File: src/rtl/pipe_hazard_ctrl_pkg.sv
// Shared constants and helpers for the pipeline stall/flush controller.
// Holds the Tuse "not used" code, MDU latency defaults and the countdown width.
package pipe_hazard_ctrl_pkg;

    localparam logic [1:0] TUSE_NONE       = 2'd3;
    localparam int         MULT_CYCLES_DEF = 5;
    localparam int         DIV_CYCLES_DEF  = 10;
    localparam int         CNT_W           = 4;

    typedef enum logic {
        MDU_IDLE = 1'b0,
        MDU_BUSY = 1'b1
    } mdu_state_e;

    // True when one ID source operand must wait on the EX or MEM producer.
    function automatic logic src_hazard(
        input logic [4:0] src,
        input logic [1:0] tuse,
        input logic [4:0] rx_ex,
        input logic [1:0] tnew_ex,
        input logic [4:0] rx_mem,
        input logic [1:0] tnew_mem
    );
        logic hit;
        hit = 1'b0;
        if (src != 5'd0 && tuse != TUSE_NONE) begin
            if (src == rx_ex && tuse < tnew_ex)
                hit = 1'b1;
            if (src == rx_mem && tuse < tnew_mem)
                hit = 1'b1;
        end
        return hit;
    endfunction

endpackage

File: src/rtl/pipe_hazard_ctrl_mdu_busy_counter.sv
// Multiply/divide occupancy countdown; MDU_Busy is high while the count is non-zero.
// A start in the busy state reloads, so a stray issue never leaves a stale count.
module mdu_busy_counter
    import pipe_hazard_ctrl_pkg::*;
#(
    parameter int MULT_CYCLES = MULT_CYCLES_DEF,
    parameter int DIV_CYCLES  = DIV_CYCLES_DEF
) (
    input  logic i_clk,
    input  logic i_rst_n,
    input  logic i_start,
    input  logic i_div,
    output logic o_busy
);

    localparam logic [CNT_W-1:0] MULT_LOAD = CNT_W'(MULT_CYCLES);
    localparam logic [CNT_W-1:0] DIV_LOAD  = CNT_W'(DIV_CYCLES);

    logic [CNT_W-1:0] r_cnt;
    mdu_state_e       w_state;
    logic [CNT_W-1:0] w_load;

    assign w_state = (r_cnt == '0) ? MDU_IDLE : MDU_BUSY;
    assign w_load  = i_div ? DIV_LOAD : MULT_LOAD;
    assign o_busy  = (w_state == MDU_BUSY);

    always_ff @(posedge i_clk or negedge i_rst_n) begin
        if (!i_rst_n) begin
            r_cnt <= '0;
        end else begin
            case (w_state)
                MDU_IDLE: if (i_start) r_cnt <= w_load;
                MDU_BUSY: r_cnt <= i_start ? w_load : r_cnt - 1'b1;
                default:  r_cnt <= '0;
            endcase
        end
    end

endmodule

File: src/rtl/pipe_hazard_ctrl.sv
// Central stall/flush controller for the five-stage pipeline: RAW and MDU
// stalls, CP0 exception/eret flushes, and a stall performance counter.
module pipe_hazard_ctrl
    import pipe_hazard_ctrl_pkg::*;
#(
    parameter int MULT_CYCLES = MULT_CYCLES_DEF,
    parameter int DIV_CYCLES  = DIV_CYCLES_DEF
) (
    input  logic        Clk,
    input  logic        Rst_n,
    input  logic [4:0]  Rs_ID,
    input  logic [4:0]  Rt_ID,
    input  logic [1:0]  Tuse_Rs_ID,
    input  logic [1:0]  Tuse_Rt_ID,
    input  logic [4:0]  Rx_EX,
    input  logic [4:0]  Rx_MEM,
    input  logic [1:0]  Tnew_EX,
    input  logic [1:0]  Tnew_MEM,
    input  logic        MDU_Use_ID,
    input  logic        MDU_Start_EX,
    input  logic        MDU_Div_EX,
    input  logic        Exc_MEM,
    input  logic        Eret_MEM,
    output logic        En_PC,
    output logic        En_IF_ID,
    output logic        Clr_IF_ID,
    output logic        Clr_ID_EX,
    output logic        Clr_EX_MEM,
    output logic        Clr_MEM_WB,
    output logic        MDU_Start_Ok,
    output logic        MDU_Busy,
    output logic [31:0] Stall_Count
);

    logic        w_stall_raw;
    logic        w_stall_mdu;
    logic        w_stall;
    logic        w_flush;
    logic [31:0] r_stall_count;

    assign w_stall_raw = src_hazard(Rs_ID, Tuse_Rs_ID, Rx_EX, Tnew_EX, Rx_MEM, Tnew_MEM)
                       | src_hazard(Rt_ID, Tuse_Rt_ID, Rx_EX, Tnew_EX, Rx_MEM, Tnew_MEM);
    assign w_stall_mdu = MDU_Use_ID && (MDU_Busy || MDU_Start_EX);
    assign w_stall     = w_stall_raw || w_stall_mdu;
    assign w_flush     = Exc_MEM || Eret_MEM;

    // A flushed EX-stage mult/div must never reach the MDU.
    assign MDU_Start_Ok = MDU_Start_EX && !w_flush;

    always_comb begin
        En_PC      = 1'b1;
        En_IF_ID   = 1'b1;
        Clr_IF_ID  = 1'b0;
        Clr_ID_EX  = 1'b0;
        Clr_EX_MEM = 1'b0;
        Clr_MEM_WB = 1'b0;
        if (w_flush) begin
            Clr_IF_ID  = 1'b1;
            Clr_ID_EX  = 1'b1;
            Clr_EX_MEM = 1'b1;
            // eret commits nothing itself; an excepting instruction is killed.
            Clr_MEM_WB = Exc_MEM;
        end else if (w_stall) begin
            En_PC     = 1'b0;
            En_IF_ID  = 1'b0;
            Clr_ID_EX = 1'b1;
        end
    end

    mdu_busy_counter #(
        .MULT_CYCLES (MULT_CYCLES),
        .DIV_CYCLES  (DIV_CYCLES)
    ) u_mdu_busy_counter (
        .i_clk   (Clk),
        .i_rst_n (Rst_n),
        .i_start (MDU_Start_Ok),
        .i_div   (MDU_Div_EX),
        .o_busy  (MDU_Busy)
    );

    always_ff @(posedge Clk or negedge Rst_n) begin
        if (!Rst_n)
            r_stall_count <= '0;
        else if (w_stall && !w_flush)
            r_stall_count <= r_stall_count + 32'd1;
    end

    assign Stall_Count = r_stall_count;

endmodule

File: config.mk
export PLATFORM = sky130hd
export DESIGN_NAME = pipe_hazard_ctrl
export DESIGN_NICKNAME = d
export VERILOG_FILES = /design/src/rtl/pipe_hazard_ctrl_pkg.sv /design/src/rtl/pipe_hazard_ctrl_mdu_busy_counter.sv /design/src/rtl/pipe_hazard_ctrl.sv
export SDC_FILE = /design/constraint.sdc
export NUM_CORES = 1
export LEC_CHECK = 0
export ABC_AREA = 1
export CAP_MARGIN = 20
export CORE_ASPECT_RATIO = 1.1
export CORE_MARGIN = 2
export CORE_UTILIZATION = 48
export CTS_CLUSTER_SIZE = 40
export DETAILED_ROUTE_END_ITERATION = 10
export GPL_TIMING_DRIVEN = 1
export PLACE_DENSITY = 0.8
export SLEW_MARGIN = 5
export SYNTH_ARGS = -nofsm -noshare
export SYNTH_HDL_FRONTEND = slang
export SYNTH_HIERARCHICAL = 1
export SYNTH_SLANG_ARGS = --single-unit
File: constraint.sdc
create_clock -name Clk -period 5.5 [get_ports Clk]
set_input_delay 1.1 -clock Clk [delete_from_list [all_inputs] [get_ports Clk]]
set_output_delay 1.1 -clock Clk [all_outputs]
set_load 0.05 [all_outputs]
### After elaboration in Yosys (flattened, before gate mapping)

Index checks and enable logic that the tools add are counted.

* add/subtract/negate cells: 2
* $lt $le $gt $ge: 4
* eq/ne operators: 7
* mux-type cells: 17
* bitwise operators: 1
* reduce and logical (&&, ||, !) cells: 16

Operator list (number)
* $add 32x1->32 const B: 1
* $eq 5x5->1: 4
* $mux 1: 13
* $mux 4: 3
* $reduce_bool 5->1: 2
* $logic_and 1x1->1: 9
* $lt 2x2->1: 4
* $pmux 4 s2: 1
* $logic_not 4->1: 1
* $ne 2x2->1 const B: 2
* $sub 4x1->4 const B: 1
* $logic_or 1x1->1: 3
* $ne 2x1->1 const B: 1
* $logic_not 1->1: 1
* $or 1x1->1: 1

* register bits after elaboration: 36
* output and inout port bits: 40

### Logic depth before layout (Yosys ltp)

* depth in word-level cells: 9
* gate-level depth with buffers: 14

### By module

The synthesis kept the hierarchy.

By module, submodules not included
* pipe_hazard_ctrl: instances 1, cells each 419, area an instance 2707.6 µm², seq. area each 800.8 µm²
* mdu_busy_counter: instances 1, cells each 30, area an instance 246.5 µm², seq. area each 100.1 µm²

### Worst setup path after synthesis

Ideal clock, no wire load.

* path type: input to output
* from: input port Tnew_EX[1]
* to: output port En_PC
* arrival time: 2.450 ns
* data required time: 4.400 ns
* setup slack: 1.950 ns
* stages on the path: 11
* buffers on the path: 2
* cells stage by stage: inv_1 > ha_1 > a21boi_0 > nor2_1 > nand3_1 > nand2_1 > nand2_1 > nand3_4 > nand2_2 > buf_6 > buf_4

* longest elaborated chain between the ends: 9
* elaborated cells between the ends (all ways): 14

RTL lines
* start, declared: RTL line pipe_hazard_ctrl.sv:17 `input logic [1:0] Tnew_EX,`
* $lt 2x2->1: RTL line pipe_hazard_ctrl_pkg.sv:27 `if (src == rx_ex && tuse < tnew_ex)`
* $logic_and 1x1->1: RTL line pipe_hazard_ctrl_pkg.sv:27
* $mux 1: RTL line pipe_hazard_ctrl_pkg.sv:27
* $mux 1: RTL line pipe_hazard_ctrl_pkg.sv:29 `if (src == rx_mem && tuse < tnew_mem)`
* $mux 1: RTL line pipe_hazard_ctrl_pkg.sv:26 `if (src != 5'd0 && tuse != TUSE_NONE) begin`
* $or 1x1->1 (*): RTL line pipe_hazard_ctrl.sv:42 `| src_hazard(Rt_ID, Tuse_Rt_ID, Rx_EX, Tnew_EX, Rx_MEM, Tnew_MEM);`
* $logic_or 1x1->1 (*): RTL line pipe_hazard_ctrl.sv:44 `assign w_stall = w_stall_raw || w_stall_mdu;`
* $mux 1 (*) (2 in series)
* end, declared: RTL line pipe_hazard_ctrl.sv:24 `output logic En_PC,`

Every way passes the cells marked *; elsewhere a longest branch is shown, timed or not.

### Worst setup path in the final report

* from: input port Tnew_EX[1]
* to: output port En_IF_ID

* longest elaborated chain between the ends: 9
* elaborated cells between the ends (all ways): 14

RTL lines
* $lt 2x2->1: RTL line pipe_hazard_ctrl_pkg.sv:27
* $logic_and 1x1->1: RTL line pipe_hazard_ctrl_pkg.sv:27
* $mux 1: RTL line pipe_hazard_ctrl_pkg.sv:27
* $mux 1: RTL line pipe_hazard_ctrl_pkg.sv:29
* $mux 1: RTL line pipe_hazard_ctrl_pkg.sv:26
* $or 1x1->1 (*): RTL line pipe_hazard_ctrl.sv:42
* $logic_or 1x1->1 (*): RTL line pipe_hazard_ctrl.sv:44
* $mux 1 (*): RTL line pipe_hazard_ctrl.sv:63 `end else if (w_stall) begin`
* $mux 1 (*): RTL line pipe_hazard_ctrl.sv:57 `if (w_flush) begin`
* end, declared: RTL line pipe_hazard_ctrl.sv:25 `output logic En_IF_ID,`

Marked as above.

==> impl.org <==
** Outcome
- Outcome :: complete, no violations

** Logic synthesis
- Seq/Total Area, Yosys :: 30.5%
- Averaged over all synthesized cells, the footprint is 6.58 um^2.
- The synthesized netlist occupies a cell area of 0.00295 mm^2.
- Number of distinct library cells after synthesis :: 33
- Number of synthesized register bits :: 36
- Synth Net Count :: 490
- YS warnings :: 6
- Syn Inst Count :: 449

** Cells and area
- Post-layout utilization of the core :: 65.7%
- Final #Nets :: 564
- Layout cells sized above 1 :: 8.21%
- Area growth from synthesis to layout :: 29.9%
- Leaving out filler cells and counting taps, the final layout contains 601.
- The repair_antennas step left the layout with diodes totalling 0.
- Most common cell after layout, fill and taps aside :: sky130_fd_sc_hd__nand2_1
- Final design area excluding fillers :: 0.00384 mm^2
- Highest-count cells in the layout ignoring fill and taps :: 165 x sky130_fd_sc_hd__nand2_1, 74 x sky130_fd_sc_hd__clkdlybuf4s50_1, 54 x sky130_fd_sc_hd__inv_1

** Timing
- RSZ-0062 raised after global routing :: no
- Counting I/O delays and the setup requirement, the final critical path takes 4630 ps.
- Setup violations remaining at the end of the flow were counted as 0.
- Ratio of final minimum period to clock period :: 84.1%
- Fin Clk Skew :: 10.7 ps
- Static timing analysis puts the maximum clock frequency at 0.216 GHz.
- Number of endpoints with negative hold slack in the final report :: 0
- Number of slew-limit violations in the final report :: 0
- At the pin with the least slew margin, the transition time is 515 ps.
- Setup total negative slack on the finished layout was measured at 0 ps.
- The worst pin sits at a relative slew slack of 65.5%.

** Worst hold path
- Hold Path Class :: reg2reg

** Detailed routing
- Routed wl met3 :: 411 um
- After detailed routing, the total wire length is 8060 um.
- DR DRC count :: 0
- Wire length on met2 :: 3910 um
- Overall via count from detail_route :: 3075
- Met1 Routed Length :: 3670 um
- Detail Route Antenna Nets :: 0
- After detailed routing, the number of vias per cell comes to 5.12.
- Top sig layer :: met4
- In this run, the number of DRC markers left after iteration 0 of detailed routing was 164.
- Dividing the detail-routed wire length by the instance count gives 13.4 um.
- First-pass iteration count of the detailed router :: 4

** Place
- Count of buffers from port buffering :: 74
- The wire-length estimate of the detail-placed layout is 6220 um.
- RD Place Congestion :: 0.879
- In this run the cell area measured after placement is 0.00374 mm^2.
- Cells after DPL :: 593

** Worst setup path
- The worst setup path is launched from an input port.
- Across all register-to-register paths, the minimum setup slack is 3400 ps.
- The most critical setup path has its endpoint at En_IF_ID.
- Type of the worst setup path :: in2out
- Along the worst path, the maximum fanout reaches 11.
- Data required time at the worst endpoint :: 4400 ps
- Data arrives at the worst endpoint at 3530 ps.
- Endpoint class of the critical path :: output pin
- Worst Reg-to-Reg Cells :: 9
- The endpoint identified for the worst register-to-register timing path is Stall_Count[22].
- Worst setup path start :: Tnew_EX[1]
- Worst flop-to-flop path startpoint :: u_mdu_busy_counter/r_cnt[0]

** Clocking
- Level count of the clock H-tree :: 2
- Counting every sink on the clock net gives 36.
- Root buf cell :: sky130_fd_sc_hd__clkbuf_8
- Worst-path clk slew :: 80 ps
- Clock latency reported for the late side of the worst-skew pair :: 300 ps
- Number of buffers on the longest clock path :: 2
- Clock buffer count from CTS :: 5
- Hold Buf Count CTS :: 0
- TritonCTS built the clock tree.
- Post-CTS repair changed the size of 0 cells.
- Post-CTS setup-driven buffer insertion count :: 0

** Power
- Summed over all cells, the static leakage comes to 1.76 nW.
- Max IR drop VDD :: 0.222 mV
- Power spread over the standard cell area amounts to 224 mW/mm^2.

** Floorplan
- For this configuration, the core starts out at a cell density of 50.6%.
- Die height :: 86.3 um
- Die span in x :: 78.8 um
- Pin placement for this block handled 75 I/O pins.
- The floorplan has 29 rows.
- The die covers 0.00680 mm^2.
- The region available for standard cell placement spans 0.00584 mm^2.

** GRT
- The via count of the first global-routing pass was 2823.
- Largest net degree at the start of global routing :: 45
- Global routing consumed, over all layers together, 24.9% of the routing resources.
- Summed over all layers, the global routing overflow is 0.
- Global-route wire length before repair :: 13500 um
- The number of antenna violations at the first check in global routing came to 0.

** Job
- Max-capacitance violation count :: 0
[worst max-delay path: stages]
cell and delay (ps):
sky130_fd_sc_hd__clkdlybuf4s50_1 460, sky130_fd_sc_hd__inv_1 60, sky130_fd_sc_hd__ha_1 260, sky130_fd_sc_hd__a21boi_0 170, sky130_fd_sc_hd__nor2_1 60, sky130_fd_sc_hd__nand3_1 70, sky130_fd_sc_hd__nand2_1 50, sky130_fd_sc_hd__nand2_1 110
sky130_fd_sc_hd__nand3_4 90, sky130_fd_sc_hd__nand2_2 240, sky130_fd_sc_hd__clkdlybuf4s50_1 860
[state kept, by name (all words and copies together) (netlist names)]
register,cells
Stall_Count,32
u_mdu_busy_counter/r_cnt,4
[cells by family after synthesis]
group           Yosys count  share of synthesized area (%)
fa+ha+maj                 6                           2.54
compound gates           13                           2.71
buf+inv                  70                           10.3
flops                    36                           30.5
xor+xnor                 24                           7.12
simple gates            300                           46.8
[worst min path at each step]
stage                           startpoint  cells after the start                          end  slack (ps)
2_1_floorplan  u_mdu_busy_counter/r_cnt[0]                      2  u_mdu_busy_counter/r_cnt[0]         520
3_3_place_gp               Stall_Count[29]                      2              Stall_Count[29]         480
3_5_place_dp               Stall_Count[29]                      2              Stall_Count[29]         490
4_1_cts                    Stall_Count[29]                      2              Stall_Count[29]         510
5_1_grt                    Stall_Count[31]                      2              Stall_Count[31]         560
6_report                   Stall_Count[29]                      2              Stall_Count[29]         500
[final cells by class]
class / instances / area, um^2
Sequential cell: 36 / 901
Timing Repair Buffer: 79 / 778
Clock inverter: 2 / 13.8
Tap cell: 77 / 96.3
Multi-Input combinational cell: 343 / 1750
Inverter: 58 / 218
Fill cell: 550 / 2000
Clock buffer: 6 / 82.6
[power breakdown]
group,switching (W),internal (W)
clock network,0.000106,0.000103
registers,0.0000374,0.000292
logic,0.000200,0.000121
[routing by layer]
layer	up-vias	global-route usage [%]
met2	92	42.0
met4	0	5.26
met1	1430	34.3
met3	6	3.54
met5	-	0
li1	1547	-
[cell usage after synthesis]
cell type | n | area share (%)
sky130_fd_sc_hd__o31ai_1 | 1 | 0.25
sky130_fd_sc_hd__nor2_2 | 8 | 1.7
sky130_fd_sc_hd__nand4_1 | 11 | 2.3
sky130_fd_sc_hd__nor2_1 | 36 | 4.6
sky130_fd_sc_hd__xor2_1 | 14 | 4.2
sky130_fd_sc_hd__nand3_4 | 1 | 0.59
sky130_fd_sc_hd__clkinv_1 | 1 | 0.13
sky130_fd_sc_hd__dfrtp_1 | 36 | 30
sky130_fd_sc_hd__a21oi_1 | 2 | 0.34
sky130_fd_sc_hd__buf_4 | 7 | 1.8
sky130_fd_sc_hd__nand2_4 | 1 | 0.38
sky130_fd_sc_hd__nor3_4 | 1 | 0.55
sky130_fd_sc_hd__nand2_2 | 6 | 1.3
sky130_fd_sc_hd__xnor2_1 | 10 | 3.0
sky130_fd_sc_hd__nand3b_1 | 1 | 0.25
sky130_fd_sc_hd__nor3_2 | 3 | 1.0
sky130_fd_sc_hd__o21ai_1 | 2 | 0.34
sky130_fd_sc_hd__nand3_2 | 2 | 0.68
sky130_fd_sc_hd__ha_1 | 6 | 2.5
sky130_fd_sc_hd__a21boi_0 | 3 | 0.76
sky130_fd_sc_hd__nor3_1 | 12 | 2.0
sky130_fd_sc_hd__nand2_1 | 165 | 21
sky130_fd_sc_hd__nand3_1 | 45 | 7.6
sky130_fd_sc_hd__o21bai_1 | 2 | 0.51
sky130_fd_sc_hd__buf_6 | 2 | 0.76
sky130_fd_sc_hd__clkbuf_1 | 3 | 0.38
sky130_fd_sc_hd__o21ai_0 | 3 | 0.51
sky130_fd_sc_hd__nor2_4 | 4 | 1.5
sky130_fd_sc_hd__nor4_4 | 1 | 0.72
sky130_fd_sc_hd__inv_2 | 3 | 0.38
sky130_fd_sc_hd__or2_0 | 1 | 0.21
sky130_fd_sc_hd__inv_1 | 54 | 6.9
sky130_fd_sc_hd__nor4_1 | 2 | 0.42
[through the flow]
step                setup WS (ps)  total power [W]  hold WS (ps)
global placement              884         0.000649           476
detailed placement            864         0.000655           491
finish                        873         0.000859           500
CTS                           853         0.000865           510
global route                  721         0.000911           557
floorplan                    1950         0.000551           517
(Power assumes the default switching activity.)
